### src/rtl/seg_scan_display_pkg.sv
// Shared definitions for the seven-segment scan driver.
//   - SEG_0..SEG_F, SEG_OFF : active-high abcdefg glyphs, bit 6 = a, bit 0 = g.
//   - clog2()               : counter width helper, elaboration-time only.
package seg_scan_display_pkg;

    localparam logic [6:0] SEG_0   = 7'b1111110;
    localparam logic [6:0] SEG_1   = 7'b0110000;
    localparam logic [6:0] SEG_2   = 7'b1101101;
    localparam logic [6:0] SEG_3   = 7'b1111001;
    localparam logic [6:0] SEG_4   = 7'b0110011;
    localparam logic [6:0] SEG_5   = 7'b1011011;
    localparam logic [6:0] SEG_6   = 7'b1011111;
    localparam logic [6:0] SEG_7   = 7'b1110000;
    localparam logic [6:0] SEG_8   = 7'b1111111;
    localparam logic [6:0] SEG_9   = 7'b1111011;
    localparam logic [6:0] SEG_A   = 7'b1110111;
    localparam logic [6:0] SEG_B   = 7'b0011111;
    localparam logic [6:0] SEG_C   = 7'b1001110;
    localparam logic [6:0] SEG_D   = 7'b0111101;
    localparam logic [6:0] SEG_E   = 7'b1001111;
    localparam logic [6:0] SEG_F   = 7'b1000111;
    localparam logic [6:0] SEG_OFF = 7'b0000000;

    // Smallest w such that 2**w >= n; returns at least 1 so every counter
    // has a real bit even for degenerate parameter values.
    function automatic int clog2(input int n);
        int w;
        w = 0;
        while ((1 << w) < n) w++;
        return (w < 1) ? 1 : w;
    endfunction

endpackage

### src/rtl/seg_scan_display_if.sv
// Bus between the CPU debug-select mux and the display driver, plus the
// board-pin side of the driver.
//   master : drives enable/load/value/dp_mask/lz_suppress, observes pins.
//   slave  : the display driver itself.
// load is a single-cycle strobe with no back-pressure: the driver accepts
// value/dp_mask/lz_suppress in every cycle load is high, with or without
// enable.
interface seg_scan_display_if #(
    parameter int NUM_DIGITS = 4
);
    logic                      enable;
    logic                      load;
    logic [4*NUM_DIGITS-1:0]   value;
    logic [NUM_DIGITS-1:0]     dp_mask;
    logic                      lz_suppress;
    logic [6:0]                a_to_g;
    logic [NUM_DIGITS-1:0]     en;
    logic                      dp;
    logic                      frame_done;

    modport master (
        output enable, load, value, dp_mask, lz_suppress,
        input  a_to_g, en, dp, frame_done
    );

    modport slave (
        input  enable, load, value, dp_mask, lz_suppress,
        output a_to_g, en, dp, frame_done
    );
endinterface

### src/rtl/seg7_hex_decode.sv
// Combinational hex nibble to seven-segment glyph, active-high.
//   nibble : 4-bit value 0..F
//   seg    : abcdefg, seg[6] = a ... seg[0] = g
module seg7_hex_decode
    import seg_scan_display_pkg::*;
(
    input  logic [3:0] nibble,
    output logic [6:0] seg
);
    always_comb begin
        seg = SEG_OFF;
        unique case (nibble)
            4'h0: seg = SEG_0;
            4'h1: seg = SEG_1;
            4'h2: seg = SEG_2;
            4'h3: seg = SEG_3;
            4'h4: seg = SEG_4;
            4'h5: seg = SEG_5;
            4'h6: seg = SEG_6;
            4'h7: seg = SEG_7;
            4'h8: seg = SEG_8;
            4'h9: seg = SEG_9;
            4'hA: seg = SEG_A;
            4'hB: seg = SEG_B;
            4'hC: seg = SEG_C;
            4'hD: seg = SEG_D;
            4'hE: seg = SEG_E;
            4'hF: seg = SEG_F;
            default: seg = SEG_OFF;
        endcase
    end
endmodule

### src/rtl/seg_scan_display.sv
// Time-multiplexed seven-segment display driver.
//   clk, reset : rising-edge clock, synchronous active-high reset
//   bus        : slave side of seg_scan_display_if (controls in, pins out)
// A prescaler produces one tick every DIV enabled cycles; the digit index
// advances on each tick. A shadow copy of value/dp_mask/blank mask is taken
// on load. Pins are registered from index + shadow, so they lag one cycle.
module seg_scan_display
    import seg_scan_display_pkg::*;
#(
    parameter int NUM_DIGITS = 4,
    parameter int DIV        = 4,
    parameter bit ACTIVE_LOW = 1'b1
) (
    input  logic                clk,
    input  logic                reset,
    seg_scan_display_if.slave   bus
);
    localparam int CW = clog2(DIV);
    localparam int IW = clog2(NUM_DIGITS);
    localparam logic [CW-1:0] CNT_MAX = CW'(DIV - 1);
    localparam logic [IW-1:0] IDX_MAX = IW'(NUM_DIGITS - 1);

    // Pin level meaning "off" for every output.
    localparam logic [6:0]            SEG_IDLE = ACTIVE_LOW ? 7'h7F : 7'h00;
    localparam logic [NUM_DIGITS-1:0] EN_IDLE  = ACTIVE_LOW ? '1 : '0;
    localparam logic                  DP_IDLE  = ACTIVE_LOW;

    logic [CW-1:0]             cnt_q, cnt_d;
    logic [IW-1:0]             idx_q, idx_d;
    logic [4*NUM_DIGITS-1:0]   val_q, val_d;
    logic [NUM_DIGITS-1:0]     dpm_q, dpm_d;
    logic [NUM_DIGITS-1:0]     blank_q, blank_d;
    logic [6:0]                seg_q, seg_d;
    logic [NUM_DIGITS-1:0]     en_q, en_d;
    logic                      dp_q, dp_d;
    logic                      fd_q, fd_d;

    logic                      tick;
    logic                      zero_run;
    logic [NUM_DIGITS-1:0]     blank_new;
    logic [3:0]                cur_nib;
    logic                      cur_blank;
    logic                      cur_dpm;
    logic [6:0]                glyph;

    seg7_hex_decode u_dec (
        .nibble (cur_nib),
        .seg    (glyph)
    );

    // Blank mask from the incoming value: walk down from the top digit while
    // every nibble seen so far is zero. Digit 0 is never part of the walk.
    always_comb begin
        zero_run  = 1'b1;
        blank_new = '0;
        for (int k = NUM_DIGITS - 1; k >= 1; k--) begin
            zero_run     = zero_run & (bus.value[4*k +: 4] == 4'd0);
            blank_new[k] = bus.lz_suppress & zero_run;
        end
    end

    // Fields of the digit currently addressed by the index.
    always_comb begin
        cur_nib   = 4'd0;
        cur_blank = 1'b0;
        cur_dpm   = 1'b0;
        for (int k = 0; k < NUM_DIGITS; k++) begin
            if (idx_q == IW'(k)) begin
                cur_nib   = val_q[4*k +: 4];
                cur_blank = blank_q[k];
                cur_dpm   = dpm_q[k];
            end
        end
    end

    always_comb begin
        tick = bus.enable && (cnt_q == CNT_MAX);

        cnt_d = cnt_q;
        idx_d = idx_q;
        if (bus.enable) begin
            cnt_d = tick ? '0 : cnt_q + 1'b1;
        end
        if (tick) begin
            idx_d = (idx_q == IDX_MAX) ? '0 : idx_q + 1'b1;
        end

        val_d   = val_q;
        dpm_d   = dpm_q;
        blank_d = blank_q;
        if (bus.load) begin
            val_d   = bus.value;
            dpm_d   = bus.dp_mask;
            blank_d = blank_new;
        end

        fd_d  = tick && (idx_q == IDX_MAX);

        seg_d = SEG_IDLE;
        en_d  = EN_IDLE;
        dp_d  = DP_IDLE;
        if (bus.enable) begin
            en_d = '0;
            for (int k = 0; k < NUM_DIGITS; k++) begin
                en_d[k] = (idx_q == IW'(k));
            end
            seg_d = cur_blank ? SEG_OFF : glyph;
            dp_d  = cur_dpm & ~cur_blank;
            if (ACTIVE_LOW) begin
                en_d  = ~en_d;
                seg_d = ~seg_d;
                dp_d  = ~dp_d;
            end
        end
    end

    always_ff @(posedge clk) begin
        if (reset) begin
            cnt_q   <= '0;
            idx_q   <= '0;
            val_q   <= '0;
            dpm_q   <= '0;
            blank_q <= '0;
            seg_q   <= SEG_IDLE;
            en_q    <= EN_IDLE;
            dp_q    <= DP_IDLE;
            fd_q    <= 1'b0;
        end else begin
            cnt_q   <= cnt_d;
            idx_q   <= idx_d;
            val_q   <= val_d;
            dpm_q   <= dpm_d;
            blank_q <= blank_d;
            seg_q   <= seg_d;
            en_q    <= en_d;
            dp_q    <= dp_d;
            fd_q    <= fd_d;
        end
    end

    assign bus.a_to_g     = seg_q;
    assign bus.en         = en_q;
    assign bus.dp         = dp_q;
    assign bus.frame_done = fd_q;

endmodule

### src/flat_wrapper.sv
// flat-port wrapper written by rule: the top's interface ports become plain ports
module seg_scan_display_flat import seg_scan_display_pkg::*;
#(
    parameter int NUM_DIGITS = 4,
    parameter int DIV        = 4,
    parameter bit ACTIVE_LOW = 1'b1
)
  (clk, reset, bus_enable, bus_load, bus_value, bus_dp_mask, bus_lz_suppress, bus_a_to_g, bus_en, bus_dp, bus_frame_done);
  seg_scan_display_if #(.NUM_DIGITS(NUM_DIGITS)) bus_i ();
  input  logic clk;
  input  logic reset;
  input wire logic [$bits(bus_i.enable)-1:0] bus_enable;
  input wire logic [$bits(bus_i.load)-1:0] bus_load;
  input wire logic [$bits(bus_i.value)-1:0] bus_value;
  input wire logic [$bits(bus_i.dp_mask)-1:0] bus_dp_mask;
  input wire logic [$bits(bus_i.lz_suppress)-1:0] bus_lz_suppress;
  output wire logic [$bits(bus_i.a_to_g)-1:0] bus_a_to_g;
  output wire logic [$bits(bus_i.en)-1:0] bus_en;
  output wire logic [$bits(bus_i.dp)-1:0] bus_dp;
  output wire logic [$bits(bus_i.frame_done)-1:0] bus_frame_done;
  assign bus_i.enable = bus_enable;
  assign bus_i.load = bus_load;
  assign bus_i.value = bus_value;
  assign bus_i.dp_mask = bus_dp_mask;
  assign bus_i.lz_suppress = bus_lz_suppress;
  assign bus_a_to_g = bus_i.a_to_g;
  assign bus_en = bus_i.en;
  assign bus_dp = bus_i.dp;
  assign bus_frame_done = bus_i.frame_done;
  seg_scan_display #(.NUM_DIGITS(NUM_DIGITS), .DIV(DIV), .ACTIVE_LOW(ACTIVE_LOW)) u_core (.clk(clk), .reset(reset), .bus(bus_i));
endmodule
### config.mk
export PLATFORM = sky130hd
export DESIGN_NAME = seg_scan_display_flat
export DESIGN_NICKNAME = d
export VERILOG_FILES = /design/src/rtl/seg_scan_display_pkg.sv /design/src/rtl/seg_scan_display_if.sv /design/src/rtl/seg7_hex_decode.sv /design/src/rtl/seg_scan_display.sv /design/src/flat_wrapper.sv
export SDC_FILE = /design/constraint.sdc
export NUM_CORES = 1
export LEC_CHECK = 0
export ABC_AREA = 1
export CAP_MARGIN = 40
export CORE_ASPECT_RATIO = 0.7
export CORE_UTILIZATION = 35
export CTS_CLUSTER_DIAMETER = 50
export DETAILED_ROUTE_END_ITERATION = 7
export REMOVE_ABC_BUFFERS = 1
export SLEW_MARGIN = 20
export SYNTH_ARGS = -nofsm -noshare
export SYNTH_HDL_FRONTEND = slang
export SYNTH_HIERARCHICAL = 1
export SYNTH_SLANG_ARGS = --single-unit
### constraint.sdc
create_clock -name clk -period 5.6 [get_ports clk]
set_input_delay 1.68 -clock clk [delete_from_list [all_inputs] [get_ports clk]]
set_output_delay 1.68 -clock clk [all_outputs]
set_load 0.1 [all_outputs]
# Yosys cells after proc, flatten, opt, wreduce, memory -nomap -nowiden
# Memory sizes are Yosys's and may differ from the RTL's.
# Index checks and enable logic that the tools add are counted.
op_classes:
  add_sub_neg: 2
  n_eq_ne: 4
  n_mux: 14
  bitwise_logic: 11
  reduce_logical: 7
op_table:
  columns: ["operator", "n"]
  rows:
  - ["$mux W4", 4]
  - ["$logic_not A4 Y1", 3]
  - ["$mux W1", 7]
  - ["$mux W7", 1]
  - ["$not A7 Y7", 1]
  - ["$and A1 B1 Y1", 6]
  - ["$eq A2 B2 Y1 const B", 3]
  - ["$add A2 B1 Y2 const B", 2]
  - ["$mux W2", 2]
  - ["$not A4 Y4", 1]
  - ["$not A1 Y1", 3]
  - ["$eq A2 B1 Y1 const B", 1]
  - ["$logic_and A1 B1 Y1", 2]
  - ["$logic_not A2 Y1", 1]
  - ["$reduce_or A2 Y1", 1]
word_totals:
  ff_bits: 40
  romBits: 112
  elab_cells: 48
  memories: 1
memory_table:
  columns: ["name", "depth", "width", "rd", "rd_ports_with_merged_regs", "write_ports", "line_no", "rtl"]
  rows:
  - ["(no name shown)", 16, 7, 1, 0, 0, "seg7_hex_decode.sv:12", "unique case (nibble)"]

# Longest topological paths before layout
# Gate-level depths: netlist (run 1).
# An unclocked memory read counts as a cell.
logic_depth:
  ltp_word: 8
  mapped_depth: 14
  ltp_nobuf: 14

# Hierarchy
# Netlist (run 1), hierarchy kept.
by_module_without_submodules:
  columns: ["mod", "instances", "cells_each", "area_each_um2"]
  rows:
  - ["seg_scan_display", 1, 202, 1624.1]
  - ["seg7_hex_decode", 1, 52, 270.3]

# Least setup slack after synthesis (run 1)
# Ideal clock, no wire load.
synth_path:
  kind: "reg-to-output"
  startpoint: "register u_core.seg_q[0], in the netlist u_core/bus.a_to_g[0]"
  endpoint: "output port bus_a_to_g[0]"
  t_arrival_ns: 0.909
  setup_slack_ns: 3.011
  path_stages_with_launch: 1
  path_cell_list: "dfxtp_1"
synth_lines:
  columns: ["element", "line_no", "rtl"]
  rows:
  - ["start: declaration", "seg_scan_display.sv:33", "logic [6:0] seg_q, seg_d;"]
  - ["start signal: assignment", "seg_scan_display.sv:134", "seg_q <= seg_d;"]
  - ["end: declaration", "flat_wrapper.sv:17", "output wire logic [$bits(bus_i.a_to_g)-1:0] bus_a_to_g;"]
# No word-level cell between the ends.

==> results of run 1 <==
-- registers in the layout, indices dropped and copies added (netlist names) --
name,count
u_core/val_q,16
u_core/bus.a_to_g,7
u_core/bus.en,4
u_core/dpm_q,4
u_core/blank_q,3
u_core/cnt_q,2
u_core/idx_q,2
u_core/bus.dp,1
u_core/bus.frame_done,1
-- stage by stage --
stage | hold slack [ps] | std cells | area, um^2 | total power [mW]
after detailed placement | 452 | 363 | 2480 | 0.480
after CTS | 464 | 370 | 2560 | 0.656
after global placement | 447 | 350 | 2280 | 0.462
after global routing | 479 | 370 | 2560 | 0.686
final | 464 | 370 | 2560 | 0.650
after floorplan | 434 | 244 | 1830 | 0.416
-- where the power goes --
part	switching (mW)	total [mW]	leakage, nW	internal, mW
Combinational	0.101	0.165	0.732	0.0642
Sequential	0.00707	0.309	0.330	0.302
Clock	0.0916	0.176	0.0410	0.0847
Total	0.199	0.650	1.10	0.450
-- per-layer routing --
metal	GRT usage (%)	part of all wire [%]	vias up
li1	-	-	903
met1	22.8	56	757
met2	22.0	39	34
met3	4.11	4.5	2
met4	4.23	0.54	0
met5	0	0	-
-- how the worst max path moves through the flow --
stage                               from                end  slack, ps
floorplan           u_core/bus.a_to_g[0]      bus_a_to_g[0]       3010
global placement                bus_load  u_core/blank_q[1]       2090
detailed placement              bus_load  u_core/blank_q[2]       2050
CTS                             bus_load  u_core/blank_q[2]       2350
global route                    bus_load  u_core/blank_q[2]       2200
finish                          bus_load  u_core/blank_q[2]       2370
-- worst min-delay path: cells and delay by family (launching register included) --
family	cells	cell delay (ps)
buffers and inverters	1	60
AOI/OAI and AO/OA	1	60
DFF	1	300
-- layout make-up --
type | count | area [um^2]
inverter | 22 | 82.6
multi-input combinational | 182 | 945
fill | 506 | 2430
timing repair buffer | 50 | 566
sequential | 40 | 801
tap | 69 | 86.3
clock buffer | 6 | 72.6
clock inverter | 1 | 5.00
-- cell usage after synthesis, drive strengths merged --
cell	number
o21ai	28
nand3	14
nand2	52
a21oi	19
a211oi	2
buf	8
nor2	48
clkbuf	2
ha	13
o211ai	4
dfxtp	40
inv	22
and2	1
nor3	1
-- cell families after synthesis --
family | share of synthesized area (%)
flops | 42.3
fa+ha+maj | 8.59
buf+inv | 7.86
simple gates | 25.7
compound gates | 15.6
==> results.toml, run 1 <==
[clocking]
cts_tree = "yes"
clock_latency_ps = 280
clkTransAtPathRegs_ps = 70
cts_buffers = 5
cts-resized-gates = 0
h-tree-depth = 2
cts_buffer_depth = 2
clock_sinks = 40
postCtsHoldBufs = 0
cts_setup_buffers = 0
cts-root-buf = "clkbuf_8"

[cells_and_area]
nNetsFinal = 339
drive_gt1_share_pct = 11.6
layout_commonest_cell = "nand2_1"
diodes = 0
final_util_pct = 51.2
syn_to_final_growth_pct = 35.0
final_cell_mix = "50 x nand2_1, 46 x nor2_1, 40 x dfxtp_1"

[critical_path]
worst_r2r_path_depth = 12
cp_num_cells = 7
r2r-start = "u_core/idx_q[0]"
start_kind = "primary input"
cp.required_ps = 5810
cp-end-kind = "register"
reg2reg_to = "u_core/bus.a_to_g[3]"
crit_family = "buffers and inverters"
cp.buffers_inverters = 3
rrSetupSlack_ps = 3200
critical_path_peak_fanout = 23
crit_type = "in -> reg"
cp_slowest_stage_delay_ps = 880
cp.arrival_ps = 3450
cp_slowest_cell = "clkdlybuf4s50_1"
crit_chain = "clkdlybuf4s50_1 -> inv_2 -> nor2_4 -> inv_2 -> nor2_4 -> nand2_1 -> a21oi_1"

[global_routing]
grt_overflow = 0
first_global_vias = 1523
grt_pass1_wl_um = 7070
grt_max_degree = 24
antenna_found_initial = 0
grt_usage_pct = 15.5

[route]
vias = 1696
drt_iter0_markers = 67
wl_per_cell_um = 11.0
via_per_inst = 4.58
wirelength_um = 4080
remaining_drc_errors = 0
dr.pass1.iters = 4
ant_nets = 0

[synthesis]
synthTopCellsByArea = "dfxtp_1 42%, nand2_1 9.9%, nor2_1 9.1%"
synth_area_um2 = 1890
ys_seq_area_share_pct = 42.3
syn_inst = 254
synth_cell_types = 23
ys_warn_count = 6
ys_seq_elements = 40
yosysTopAreaCell = "dfxtp_1"
yosysTopAreaCellShare_pct = 42.3
avgSynthCellArea_um2 = 7.46

[job]
max-cap-violations = 0

[placed_design]
place_hpwl_um = 2990
pre_cts_ws_ps = 2050
gp_congestion = 0.814
port_buffers = 37

[min_path]
hp-start = "u_core/dpm_q[3]"
holdPathEnd = "u_core/dpm_q[3]"
holdCritPathClass = "reg -> reg"
hold-path-cell-count = 2

[timing]
finalHoldViolCount = 0
finalCritPeriodShare_pct = 57.8
setup_violations = 0
tightest_slew_ps = 716
max_freq_mhz = 309
fin_skew_ps = 4.91
rsz0062_at_grt = "no"
period_minus_slack_ps = 3230
maxSlewViolCount = 0
relSlewSlack_pct = 52.3
timing.final.ws_setup_ps = 2370
fin_tns_setup_ps = 0

[die]
ios = 38
die_h_um = 63.6
rows = 21
dieArea_um2 = 5720
die_x_um = 89.9
start_util_pct = 37.9
coreArea_um2 = 4990

[power_and_ir_drop]
power.density_nw_per_um2 = 254
ir_worst_vdd_mv = 0.119
p_leak_nw = 1.10

[outcome]
status = "completed"
(Power assumes the default switching activity.)
==> inputs of run 2 (changes only) <==
==> constraint.sdc (replaced) <==
create_clock -name clk -period 2.75 [get_ports clk]
set_input_delay 0.825 -clock clk [delete_from_list [all_inputs] [get_ports clk]]
set_output_delay 0.825 -clock clk [all_outputs]
set_load 0.1 [all_outputs]
==> results.toml, run 2 (synthesis gave the netlist of run 1 again) <==
[outcome]
status = "completed"

[timing]
setup_violations = 0
maxSlewViolCount = 0
max_freq_mhz = 418
relSlewSlack_pct = 56.0
period_minus_slack_ps = 2400
finalCritPeriodShare_pct = 87.1
finalHoldViolCount = 0
fin_skew_ps = 6.03
rsz0062_at_grt = "no"
fin_tns_setup_ps = 0
tightest_slew_ps = 660

[critical_path]
critical_path_peak_fanout = 9
start_kind = "register"
cp-end-kind = "register"
cp.arrival_ps = 2560
crit_type = "reg -> reg"
cp.required_ps = 2910

[route]
wl_per_cell_um = 11.6
dr.pass1.iters = 4
vias = 1665
drt_iter0_markers = 122
wirelength_um = 4160
ant_nets = 0
remaining_drc_errors = 0
via_per_inst = 4.65

[power_and_ir_drop]
power_mw = 1.34
power.density_nw_per_um2 = 568
p_switching_mw = 0.401
clockPowerShare_pct = 30.4
combPwrFrac_pct = 22.5
seqPwrFrac_pct = 47.2
ir_worst_vdd_mv = 0.231
p_int_mw = 0.937
p_leak_nw = 1.02
switching_share_pct = 29.9

[global_routing]
grt_overflow = 0
grt_max_degree = 24
first_global_vias = 1534
grt_usage_pct = 15.8
grt_pass1_wl_um = 7260
antenna_found_initial = 0

[clocking]
clock_latency_ps = 280
cts_tree = "yes"
clock_sinks = 40
cts-root-buf = "clkbuf_8"
h-tree-depth = 2
clkTransAtPathRegs_ps = 70
cts-resized-gates = 0
postCtsHoldBufs = 0
cts_buffers = 5
cts_setup_buffers = 0
cts_buffer_depth = 2

[job]
max-cap-violations = 0

[cells_and_area]
nNetsFinal = 327
nFillCells = 505
layout_commonest_cell = "nand2_1"
largest_reg_flops = 16
multi_input_area_um2 = 945
drive_gt1_share_pct = 12.8
syn_to_final_growth_pct = 24.4
seqCellArea_um2 = 801
largest_register = "u_core/val_q"
diodes = 0
final_cell_mix = "50 x nand2_1, 46 x nor2_1, 40 x dfxtp_1"
fin_area_um2 = 2360

[placed_design]
port_buffers = 37
gp_congestion = 0.894
placed_area_um2 = 2260
place_hpwl_um = 3070

[min_path]
holdCritPathClass = "reg -> reg"

[die]
rows = 21
start_util_pct = 37.9
ios = 38
coreArea_um2 = 4990
dieArea_um2 = 5720
die_h_um = 63.6
die_x_um = 89.9
-- run 2: cell count changes in the layout (fill, tap and decap cells not counted) --
| cell | before | now |
|---|---|---|
| buf_4 | 0 | 14 |
| buf_8 | 13 | 0 |
| clkbuf_1 | 1 | 0 |
| clkbuf_8 | 5 | 7 |
| clkdlybuf4s50_1 | 37 | 24 |
| clkinv_2 | 1 | 0 |
-- run 2: area by class of cell --
| type | instances | share of cell area [%] |
|---|---|---|
| Sequential cell | 40 | 34.0 |
| Inverter | 22 | 3.51 |
| Multi-Input combinational cell | 182 | 40.1 |
| Timing Repair Buffer | 38 | 14.7 |
| Clock buffer | 7 | 4.09 |
| Tap cell | 69 | 3.66 |
-- run 2: power groups by stage --
stage          Clock (mW)  Combinational [mW]  Sequential [mW]
6_report            0.406               0.301            0.631
5_1_grt             0.444               0.331            0.634
4_1_cts             0.424               0.300            0.630
3_5_place_dp            0               0.299            0.643
3_3_place_gp            0               0.298            0.643
2_1_floorplan           0               0.127            0.720
-- run 2: final timing paths --
kind	start	end	slack [ps]	cells after the start
setup / recovery	u_core/idx_q[0]	u_core/bus.a_to_g[3]	350	12
hold / removal	u_core/dpm_q[3]	u_core/dpm_q[3]	470	2
setup reg to reg	u_core/idx_q[0]	u_core/bus.a_to_g[3]	350	12
hold reg to reg	u_core/dpm_q[3]	u_core/dpm_q[3]	470	2
-- run 2: layer usage --
layer	GRT usage, %	up-vias	share of wire, %
met1	23.3	732	55
met5	0	-	0
li1	-	886	-
met4	4.84	0	0.53
met3	4.11	2	5.6
met2	22.4	45	38
-- run 2: worst max-delay path, cell delays in order, from the launching register on --
cell      delay [ps]
dfxtp_1          390
inv_1            110
ha_1             320
inv_2            140
o211ai_1         100
a21oi_1          350
inv_1            170
ha_1             300
nand2_1           70
o21ai_0          120
nand2_1           70
nand2_1           80
nand3_2           60
-- run 2: through the flow --
stage                     std cells  utilization, %  hold WS, ps  setup slack, ps
after global routing            358            47.2          495              111
final                           358            47.2          474              355
after global placement          351            45.3          458              477
after CTS                       358            47.2          474              376
after floorplan                 244               -          434              696
after detailed placement        351            45.3          455              397
